### config.mk
export PLATFORM = sky130hd
export DESIGN_NAME = gray_sync_rx
export DESIGN_NICKNAME = d
export VERILOG_FILES = /design/src/rtl/gray_sync_rx.sv
export SDC_FILE = /design/constraint.sdc
export NUM_CORES = 1
export LEC_CHECK = 0
export CELL_PAD_IN_SITES_DETAIL_PLACEMENT = 0
export CELL_PAD_IN_SITES_GLOBAL_PLACEMENT = 1
export CORE_MARGIN = 4
export CORE_UTILIZATION = 38
export CTS_CLUSTER_SIZE = 28
export DETAILED_ROUTE_END_ITERATION = 16
export PLACE_DENSITY = 0.74
export SLEW_MARGIN = 20
export SYNTH_ARGS = -nofsm -noshare
export SYNTH_HDL_FRONTEND = slang
export SYNTH_SLANG_ARGS = --single-unit
export TNS_END_PERCENT = 20
### constraint.sdc
create_clock -name clk -period 9.1 [get_ports clk]
set_input_delay 1.82 -clock clk [delete_from_list [all_inputs] [get_ports clk]]
set_output_delay 1.82 -clock clk [all_outputs]
set_load 0.01 [all_outputs]
### src/rtl/gray_sync_rx.sv
// Gray-count receiver: synchronise a remote Gray count, convert to binary, report delta.
// Optional sticky illegal-transition flag enabled by defining GRAY_SYNC_ERR_CHECK_EN.
module gray_sync_rx #(
   parameter int DATA_WIDTH  = 32,
   parameter int SYNC_STAGES = 2
) (
   input  logic                  clk,
   input  logic                  rst_n,
   input  logic [DATA_WIDTH-1:0] gray_in,
   output logic [DATA_WIDTH-1:0] binary_out,
   output logic                  changed,
   output logic [DATA_WIDTH-1:0] delta,
   output logic                  err,
   input  logic                  err_clr
);

   localparam logic [DATA_WIDTH-1:0] ZERO = {DATA_WIDTH{1'b0}};
   localparam logic [DATA_WIDTH-1:0] ONE  = {{(DATA_WIDTH-1){1'b0}}, 1'b1};

   function automatic logic [DATA_WIDTH-1:0] gray2bin(input logic [DATA_WIDTH-1:0] g);
      logic [DATA_WIDTH-1:0] b;
      b = ZERO;
      b[DATA_WIDTH-1] = g[DATA_WIDTH-1];
      for (int i = DATA_WIDTH - 2; i >= 0; i--) begin
         b[i] = b[i+1] ^ g[i];
      end
      return b;
   endfunction

   // True when more than one bit of x is set (clearing the lowest set bit leaves something).
   function automatic logic multi_bit(input logic [DATA_WIDTH-1:0] x);
      return |(x & (x - ONE));
   endfunction

   logic [SYNC_STAGES-1:0][DATA_WIDTH-1:0] sync_r;
   logic [DATA_WIDTH-1:0]                  conv_s;

   // Synchroniser flop chain, plain register-to-register.
   always_ff @(posedge clk or negedge rst_n) begin
      if (!rst_n) begin
         for (int i = 0; i < SYNC_STAGES; i++) begin
            sync_r[i] <= ZERO;
         end
      end else begin
         sync_r[0] <= gray_in;
         for (int i = 1; i < SYNC_STAGES; i++) begin
            sync_r[i] <= sync_r[i-1];
         end
      end
   end

   // Binary equivalent of the last synchroniser stage.
   always_comb begin
      conv_s = gray2bin(sync_r[SYNC_STAGES-1]);
   end

   // Output register: delta falls to zero naturally when nothing changed.
   always_ff @(posedge clk or negedge rst_n) begin
      if (!rst_n) begin
         binary_out <= ZERO;
         changed    <= 1'b0;
         delta      <= ZERO;
      end else begin
         binary_out <= conv_s;
         changed    <= (conv_s != binary_out);
         delta      <= conv_s - binary_out;
      end
   end

`ifdef GRAY_SYNC_ERR_CHECK_EN
   logic [DATA_WIDTH-1:0] gray_q_r;
   logic                  illegal_s;

   // Hamming distance above one between consecutive last-stage samples.
   always_comb begin
      illegal_s = multi_bit(sync_r[SYNC_STAGES-1] ^ gray_q_r);
   end

   // Previous sample and sticky flag; a new violation outranks a clear.
   always_ff @(posedge clk or negedge rst_n) begin
      if (!rst_n) begin
         gray_q_r <= ZERO;
         err      <= 1'b0;
      end else begin
         gray_q_r <= sync_r[SYNC_STAGES-1];
         if (illegal_s) begin
            err <= 1'b1;
         end else if (err_clr) begin
            err <= 1'b0;
         end else begin
            err <= err;
         end
      end
   end
`else
   logic unused_err_clr_s;

   assign unused_err_clr_s = err_clr;
   assign err              = 1'b0;
`endif

endmodule

==> flow_summary.yaml, run 1 <==
synth:
  synth.area.top_cells: "dfrtp_1 (61%), ha_1 (7.3%), inv_1 (3.7%)"
  synth_top_area_share: 0.608
  ys_types: 44
  synth-async-reset-ratio: 1.00
  synth_warnings: 0
  ys_ff_latch: 129
  yosysSeqAreaShare: 0.608
  synth_area_leader_cell: "dfrtp_1"
  synth_edf_count: 0
  mappedNetlistArea_sq_um: 5310
  avgSynthCellArea_sq_um: 13.0
  synth_nets: 475
  synthCells: 408
  yosys_most_used_dff: "dfrtp_1"
grt:
  grt_max_degree: 69
  gr-usage-all-layers: 0.140
  grt_overflow: 0
  grt_antenna_before_repair: 0
  grt_pass1_wl_mm: 17.3
  grt_pass1_vias: 3627
clock_network:
  numCtsBuffers: 17
  path_clk_slew_ns: 0.05
  clkSinkCount: 129
  h-tree-depth: 4
  root_buffer: "clkbuf_16"
  cts_tree: "done"
  cts_buffer_depth: 2
  clock_latency_ns: 0.41
floorplan:
  start_util: 0.395
  die_area_sq_um: 15900
  core_area_sq_um: 13500
  die_h_um: 126
  boundaryPins: 101
  die_x_um: 126
  rows: 42
timing:
  max_freq_ghz: 0.109
  hold_ws_ns: 0.344
  rsz0062_at_grt: "true"
  maxSlewViolCount: 0
  finalCriticalPeriod_ns: 9.19
  finalHoldViolations: 0
  fin_worst_skew_ns: 0.00768
  setup_viol: 2
  fin_crit_sh: 1.01
  setup_slack_ns: -0.0933
  maxSlewHeadroom: 0.453
  worst_pin_slew_ns: 0.820
route:
  drtIter0Drc: 112
  dr.pass1.iters: 4
  drt_drc_violations_left: 0
  wl_per_cell_um: 13.6
  routed_wl_mm: 10.6
  vias_per_cell: 4.46
  vias: 3478
  ant_nets: 0
worst_setup_path:
  critPathTopFamily: "XOR/XNOR gates"
  crit_type: "flip-flop to flip-flop"
  worst_setup_path_start_kind: "flip-flop"
  cp.buffers_inverters: 3
  cp.required_ns: 9.38
  critPathMaxStageDelay_ns: 0.50
  rr_worst_depth: 44
  cp.arrival_ns: 9.48
  crit_fanout: 2
  crit_cells: 44
  crit_path_frequent_cell: "xor3_2"
  crit_path_end_kind: "flip-flop"
  slowest_stage: "or4b_4"
final_layout:
  drive_gt1_frac: 0.262
  layout.nets: 657
  multi_input_area_sq_um: 2120
  final_common_cell: "dfrtp_1"
  nFillCells: 1120
  regArea_sq_um: 3230
  area_growth_pct: 47.8
  diodes: 0
  mostFrequentLayoutCells: "dfrtp_1 (129), clkdlybuf4s50_1 (97), buf_4 (69)"
place:
  dp_hpwl_mm: 7.57
  portBuffers: 98
  place_congestion: 0.778
  pre_cts_ws_ns: -0.482
outcome:
  violations: "setup timing"
  status: "finished with violations"
flow_run:
  drv_cap: 0
hold_path:
  hold_depth: 0
  min_path_type: "flip-flop to flip-flop"
-- final cells by class --
class | count | area share
Sequential cell | 129 | 0.411
Multi-Input combinational cell | 223 | 0.270
Timing Repair Buffer | 166 | 0.190
Clock buffer | 23 | 0.0622
Tap cell | 176 | 0.0281
Inverter | 53 | 0.0254
Clock inverter | 9 | 0.0134
-- logic make-up (layout without fill, tap and decap cells) --
group | count (synthesis) | after routing | share of synthesized area
xor+xnor | 54 | 54 | 0.135
fa+ha+maj | 32 | 32 | 0.0768
other cells | 1 | 1 | 0.000706
compound gates | 66 | 66 | 0.0756
flops | 129 | 129 | 0.608
buf+inv | 56 | 251 | 0.0403
simple gates | 70 | 70 | 0.0636
-- synth_stat cells (3+ instances only) --
| cell type | instances |
|---|---|
| xnor2_2 | 3 |
| xor2_2 | 5 |
| nand2_1 | 14 |
| nand2b_1 | 5 |
| a31oi_1 | 4 |
| inv_1 | 52 |
| a21oi_1 | 20 |
| o21ai_0 | 4 |
| a21o_1 | 6 |
| o21ai_1 | 14 |
| ha_1 | 31 |
| nor4_1 | 3 |
| dfrtp_1 | 129 |
| nor2_1 | 23 |
| xor3_1 | 3 |
| nor3_1 | 5 |
| xor2_1 | 15 |
| nand3_1 | 5 |
| a21boi_1 | 7 |
| nand4_1 | 5 |
| xor3_2 | 6 |
| xnor2_1 | 19 |
-- routing by layer --
layer	wire length [um]	track usage	vias to the layer above	share of wire
met5	0	0	-	0
met4	159	0.0549	0	0.015
met3	498	0.0491	15	0.047
met2	5380	0.233	74	0.51
met1	4580	0.168	1676	0.43
li1	-	-	1713	-
-- final timing paths --
kind                                    to       start  slack, ns
worst min register to register  sync_r[54]  sync_r[22]       0.34
worst max register to register   delta[29]  sync_r[62]      -0.09
min in group asynchronous       sync_r[40]       rst_n       1.47
worst max-delay path             delta[29]  sync_r[62]      -0.09
max in group asynchronous       sync_r[27]       rst_n       6.30
worst min-delay path            sync_r[54]  sync_r[22]       0.34
-- stage by stage --
stage	std cells	utilization	instance area, sq um	TNS [ns]
4_1_cts	767	0.564	7590	-1.71
6_report	779	0.583	7850	-0.171
3_5_place_dp	718	0.506	6800	-2.31
3_3_place_gp	718	0.506	6800	-1.47
5_1_grt	779	0.583	7850	-3.66
2_1_floorplan	408	-	5330	-0.278
-- flip-flops by register name, summed over array words and instances, names as in the netlist --
| signal | cells |
|---|---|
| conv_s | 1 |
| sync_r | 63 |
| delta | 32 |
| changed | 1 |
| binary_out | 32 |
-- what timing repair did --
item                       4_1_cts  5_1_grt
setup endpoints to repair       11       15
gates resized for setup         13       36
hold buffers                     0        0
gates cloned                     0        0
setup buffers                   17       13
pin swaps                       10       11
Power of run 1 is not shown: default switching activity piles up to over one toggle a cycle in this logic, so the estimate is an artifact.
==> run 2, diff against run 1 <==
PLACE_DENSITY = default   (was 0.74)
PLACE_DENSITY_LB_ADDON = 0.3   (was default)
==> run 2 against run 1 <==
Net effect: the run still ends with setup timing left; clock skew rose by 0.0023 ns; die area did not move; hold slack got worse by 0.0021 ns; largest cell class unchanged.
==> flow_summary.yaml, run 2 (same netlist as run 1, synthesis figures left out) <==
worst_setup_path:
  slowest_stage: "xor3_1"
  r2r_slack_ns: -0.57
  rr_worst_depth: 55
  r2r_start: "sync_r[62]"
  worst_setup_path_start_kind: "flip-flop"
  crit_fanout: 2
  cp.required_ns: 9.45
  reg2reg_to: "delta[3]"
  cp.arrival_ns: 10.02
  crit_type: "flip-flop to flip-flop"
  cp.buffers_inverters: 30
  critPathMaxStageDelay_ns: 0.43
  critPathTopFamily: "XOR/XNOR gates"
  crit_path_end_kind: "flip-flop"
  crit_path_frequent_cell: "buf_4"
final_layout:
  nFillCells: 1097
  diodes: 0
  mostFrequentLayoutCells: "dfrtp_1 (129), clkdlybuf4s50_1 (97), buf_4 (92)"
  layout.nets: 688
  area_growth_pct: 51.3
  largest_reg_flops: 63
  largestRegisters: "sync_r x63, binary_out x32, delta x32"
  top_register: "sync_r"
  drive_gt1_frac: 0.285
  final_common_cell: "dfrtp_1"
timing:
  finalCriticalPeriod_ns: 9.67
  max_freq_ghz: 0.103
  maxSlewViolCount: 0
  rsz0062_at_grt: "true"
  worst_pin_slew_ns: 0.901
  setup_viol: 5
  setup_tns_ns: -1.67
  fin_crit_sh: 1.06
  maxSlewHeadroom: 0.399
  finalHoldViolations: 0
  setup_slack_ns: -0.573
  fin_worst_skew_ns: 0.00994
route:
  routed_wl_mm: 11.8
  drt_drc_violations_left: 0
  vias: 3690
  wl_per_cell_um: 14.5
  ant_nets: 0
  dr.pass1.iters: 4
  vias_per_cell: 4.56
  drtIter0Drc: 124
hold_path:
  hold_depth: 0
  min_to: "sync_r[40]"
  min_path_type: "flip-flop to flip-flop"
  min-delay-start: "sync_r[8]"
clock_network:
  root_buffer: "clkbuf_16"
  numCtsBuffers: 17
  path_clk_slew_ns: 0.05
  clock_latency_ns: 0.42
  cts_tree: "done"
  h-tree-depth: 4
  cts_buffer_depth: 2
  clkSinkCount: 129
  postCtsHoldBufs: 0
floorplan:
  die_h_um: 126
  start_util: 0.395
  core_area_sq_um: 13500
  boundaryPins: 101
  rows: 42
  die_x_um: 126
  die_area_sq_um: 15900
grt:
  grt_pass1_wl_mm: 19.3
  grt_max_degree: 75
  grt_overflow: 0
  grtUsageMet1: 0.182
  busiest_layer: "met2"
  use_met3: 0.0529
  gr-usage-all-layers: 0.156
  grt_pass1_vias: 3986
  grt_antenna_before_repair: 0
  met2_usage: 0.259
place:
  dp_hpwl_mm: 7.69
  place_congestion: 0.759
  portBuffers: 98
outcome:
  violations: "setup timing"
  status: "finished with violations"
flow_run:
  drv_cap: 0
## run 2: through the flow
stage               setup WS, ns  hold slack [ns]  instances  utilization  cell area (sq um)
CTS                       -0.465            0.346        802        0.587               7900
detailed placement        -0.529            0.335        718        0.506               6800
floorplan                 -0.175            0.331        408            -               5330
finish                    -0.573            0.342        810        0.597               8040
global placement          -0.362            0.332        718        0.506               6800
global route               -1.04            0.345        810        0.597               8040
## run 2: worst max-delay path by stage
| stage | startpoint | slack, ns | cells past startpoint | endpoint |
|---|---|---|---|---|
| final | sync_r[62] | -0.57 | 55 | delta[3] |
| after global routing | sync_r[62] | -1.04 | 43 | delta[29] |
| after CTS | sync_r[62] | -0.46 | 43 | delta[29] |
| after detailed placement | sync_r[62] | -0.53 | 41 | delta[29] |
| after global placement | sync_r[62] | -0.36 | 41 | delta[29] |
| after floorplan | sync_r[62] | -0.18 | 41 | delta[29] |
## run 2: per-layer routing
metal  vias up  part of all wire
met3        25             0.051
met5         -                 0
met2        81              0.52
met4         0             0.026
li1       1773                 -
met1      1811              0.40
## run 2: area by class of cell
| cell class | instances | area (sq um) | share of cell area |
|---|---|---|---|
| clock inverter | 10 | 108 | 0.0134 |
| sequential | 129 | 3230 | 0.402 |
| inverter | 53 | 199 | 0.0248 |
| clock buffer | 22 | 484 | 0.0603 |
| tap | 176 | 220 | 0.0274 |
| timing repair buffer | 197 | 1750 | 0.218 |
| multi-input combinational | 223 | 2050 | 0.255 |
## run 2: timing repair
item | 4_1_cts | 5_1_grt
setup buffers | 52 | 8
pin swaps | 8 | 10
endpoints found under the setup margin | 11 | 17
resized for setup | 23 | 21
Power of run 2 is left out for the same reason.
==> run 3, diff against run 2 <==
GPL_TIMING_DRIVEN = 0   (was default)
SKIP_CTS_REPAIR_TIMING = 1   (was default)
SKIP_LAST_GASP = 1   (was default)
==> run 3 against run 2 <==
Net effect: largest cell class unchanged; the run still ends with setup timing left; via count decreased by 10%; first-iteration DRC count decreased by 27%; sequential cell count unchanged.
==> flow_summary.yaml, run 3 (same netlist as run 1, synthesis figures left out) <==
outcome:
  violations: "setup timing"
  status: "finished with violations"
timing:
  finalHoldViolations: 0
  fin_worst_skew_ns: 0.00578
  finalCriticalPeriod_ns: 9.72
  setup_viol: 7
  maxSlewHeadroom: 0.602
  worst_pin_slew_ns: 0.597
  rsz0062_at_grt: "true"
  setup_slack_ns: -0.619
  fin_crit_sh: 1.07
  max_freq_ghz: 0.103
  hold_ws_ns: 0.345
  maxSlewViolCount: 0
worst_setup_path:
  cp-endpoint: "delta[29]"
  crit_type: "flip-flop to flip-flop"
  critPathMaxStageDelay_ns: 0.50
  rr_worst_depth: 42
  slowest_stage: "or4b_4"
  crit_fanout: 4
  cp.required_ns: 9.39
  critPathTopFamily: "XOR/XNOR gates"
  crit_path_frequent_cell: "xor3_2"
  reg2reg_to: "delta[29]"
  r2r_slack_ns: -0.62
  cp.arrival_ns: 10.01
  r2r_start: "conv_s[31]"
  crit_path_end_kind: "flip-flop"
  worst_setup_path_start_kind: "flip-flop"
  startpoint: "conv_s[31]"
  crit_cells: 42
  cp.buffers_inverters: 1
final_layout:
  largestRegisters: "sync_r x63, binary_out x32, delta x32"
  nFillCells: 1165
  drive_gt1_frac: 0.199
  final_common_cell: "dfrtp_1"
  diodes: 0
  mostFrequentLayoutCells: "dfrtp_1 (128), clkdlybuf4s50_1 (97), inv_1 (52)"
  design_area_sq_um: 7570
  largest_reg_flops: 63
  area_growth_pct: 42.5
  layout.nets: 623
  top_register: "sync_r"
floorplan:
  die_h_um: 126
  die_area_sq_um: 15900
  die_x_um: 126
  core_area_sq_um: 13500
  boundaryPins: 101
  rows: 42
  start_util: 0.395
grt:
  grt_pass1_wl_mm: 16.5
  grt_pass1_vias: 3277
  grt_max_degree: 67
  grt_antenna_before_repair: 0
  gr-usage-all-layers: 0.133
  grt_overflow: 0
clock_network:
  numCtsBuffers: 17
  root_buffer: "clkbuf_16"
  clkSinkCount: 129
  h-tree-depth: 4
  cts_tree: "done"
  cts_buffer_depth: 2
  clock_latency_ns: 0.41
  path_clk_slew_ns: 0.05
hold_path:
  min-delay-start: "sync_r[24]"
  hold_depth: 0
  min_path_type: "flip-flop to flip-flop"
route:
  drt_drc_violations_left: 0
  drtIter0Drc: 90
  vias: 3318
  vias_per_cell: 4.45
  dr.pass1.iters: 4
  ant_nets: 0
  routed_wl_mm: 10.1
  wl_per_cell_um: 13.5
flow_run:
  drv_cap: 0
place:
  place_congestion: 0.761
  dp_hpwl_mm: 7.40
  place_area_sq_um: 6560
  portBuffers: 98
-- run 3: cell types whose count changed in the layout (fill, tap and decap cells not counted), sizes merged --
cell	delta
buf	-67
bufinv	+2
clkbuf	-2
clkinv	+1
inv	+1
-- run 3: per-stage QoR --
stage,setup slack [ns],cells,TNS (ns),util
after floorplan,-0.175,408,-0.278,-
after global placement,-1.28,682,-11.71,0.485
after detailed placement,-1.34,683,-12.12,0.487
after CTS,-1.41,715,-13.08,0.533
after global routing,-1.14,745,-9.08,0.563
final,-0.619,745,-2.03,0.563
-- run 3: worst reg2reg max path, delay by kind of cell, from the launching register on --
| family | cells | cell delay [ns] |
|---|---|---|
| xor+xnor | 20 | 5.11 |
| compound gates | 16 | 2.52 |
| simple gates | 4 | 1.11 |
| flops | 1 | 0.43 |
| fa+ha+maj | 1 | 0.27 |
| buf+inv | 1 | 0.17 |
-- run 3: layout make-up --
| class | instances | area (sq um) | area share |
|---|---|---|---|
| Sequential cell | 129 | 3230 | 0.427 |
| Multi-Input combinational cell | 223 | 2050 | 0.271 |
| Timing Repair Buffer | 129 | 1230 | 0.163 |
| Clock buffer | 18 | 429 | 0.0567 |
| Tap cell | 176 | 220 | 0.0291 |
| Inverter | 53 | 199 | 0.0263 |
| Clock inverter | 14 | 189 | 0.0250 |
| Buffer | 3 | 15.0 | 0.00198 |
-- run 3: worst min path at each step --
stage / endpoint / slack [ns]
2_1_floorplan: conv_s[31] / 0.33
3_3_place_gp: sync_r[41] / 0.33
3_5_place_dp: sync_r[33] / 0.33
4_1_cts: sync_r[56] / 0.35
5_1_grt: sync_r[39] / 0.35
6_report: sync_r[56] / 0.35
-- run 3: layer usage --
layer	up-vias	track usage	share of wire
met5	-	0	0
met4	0	0.0568	0.018
met3	18	0.0457	0.051
met2	66	0.209	0.49
met1	1589	0.168	0.44
li1	1645	-	-
Power of run 3 is left out for the same reason.
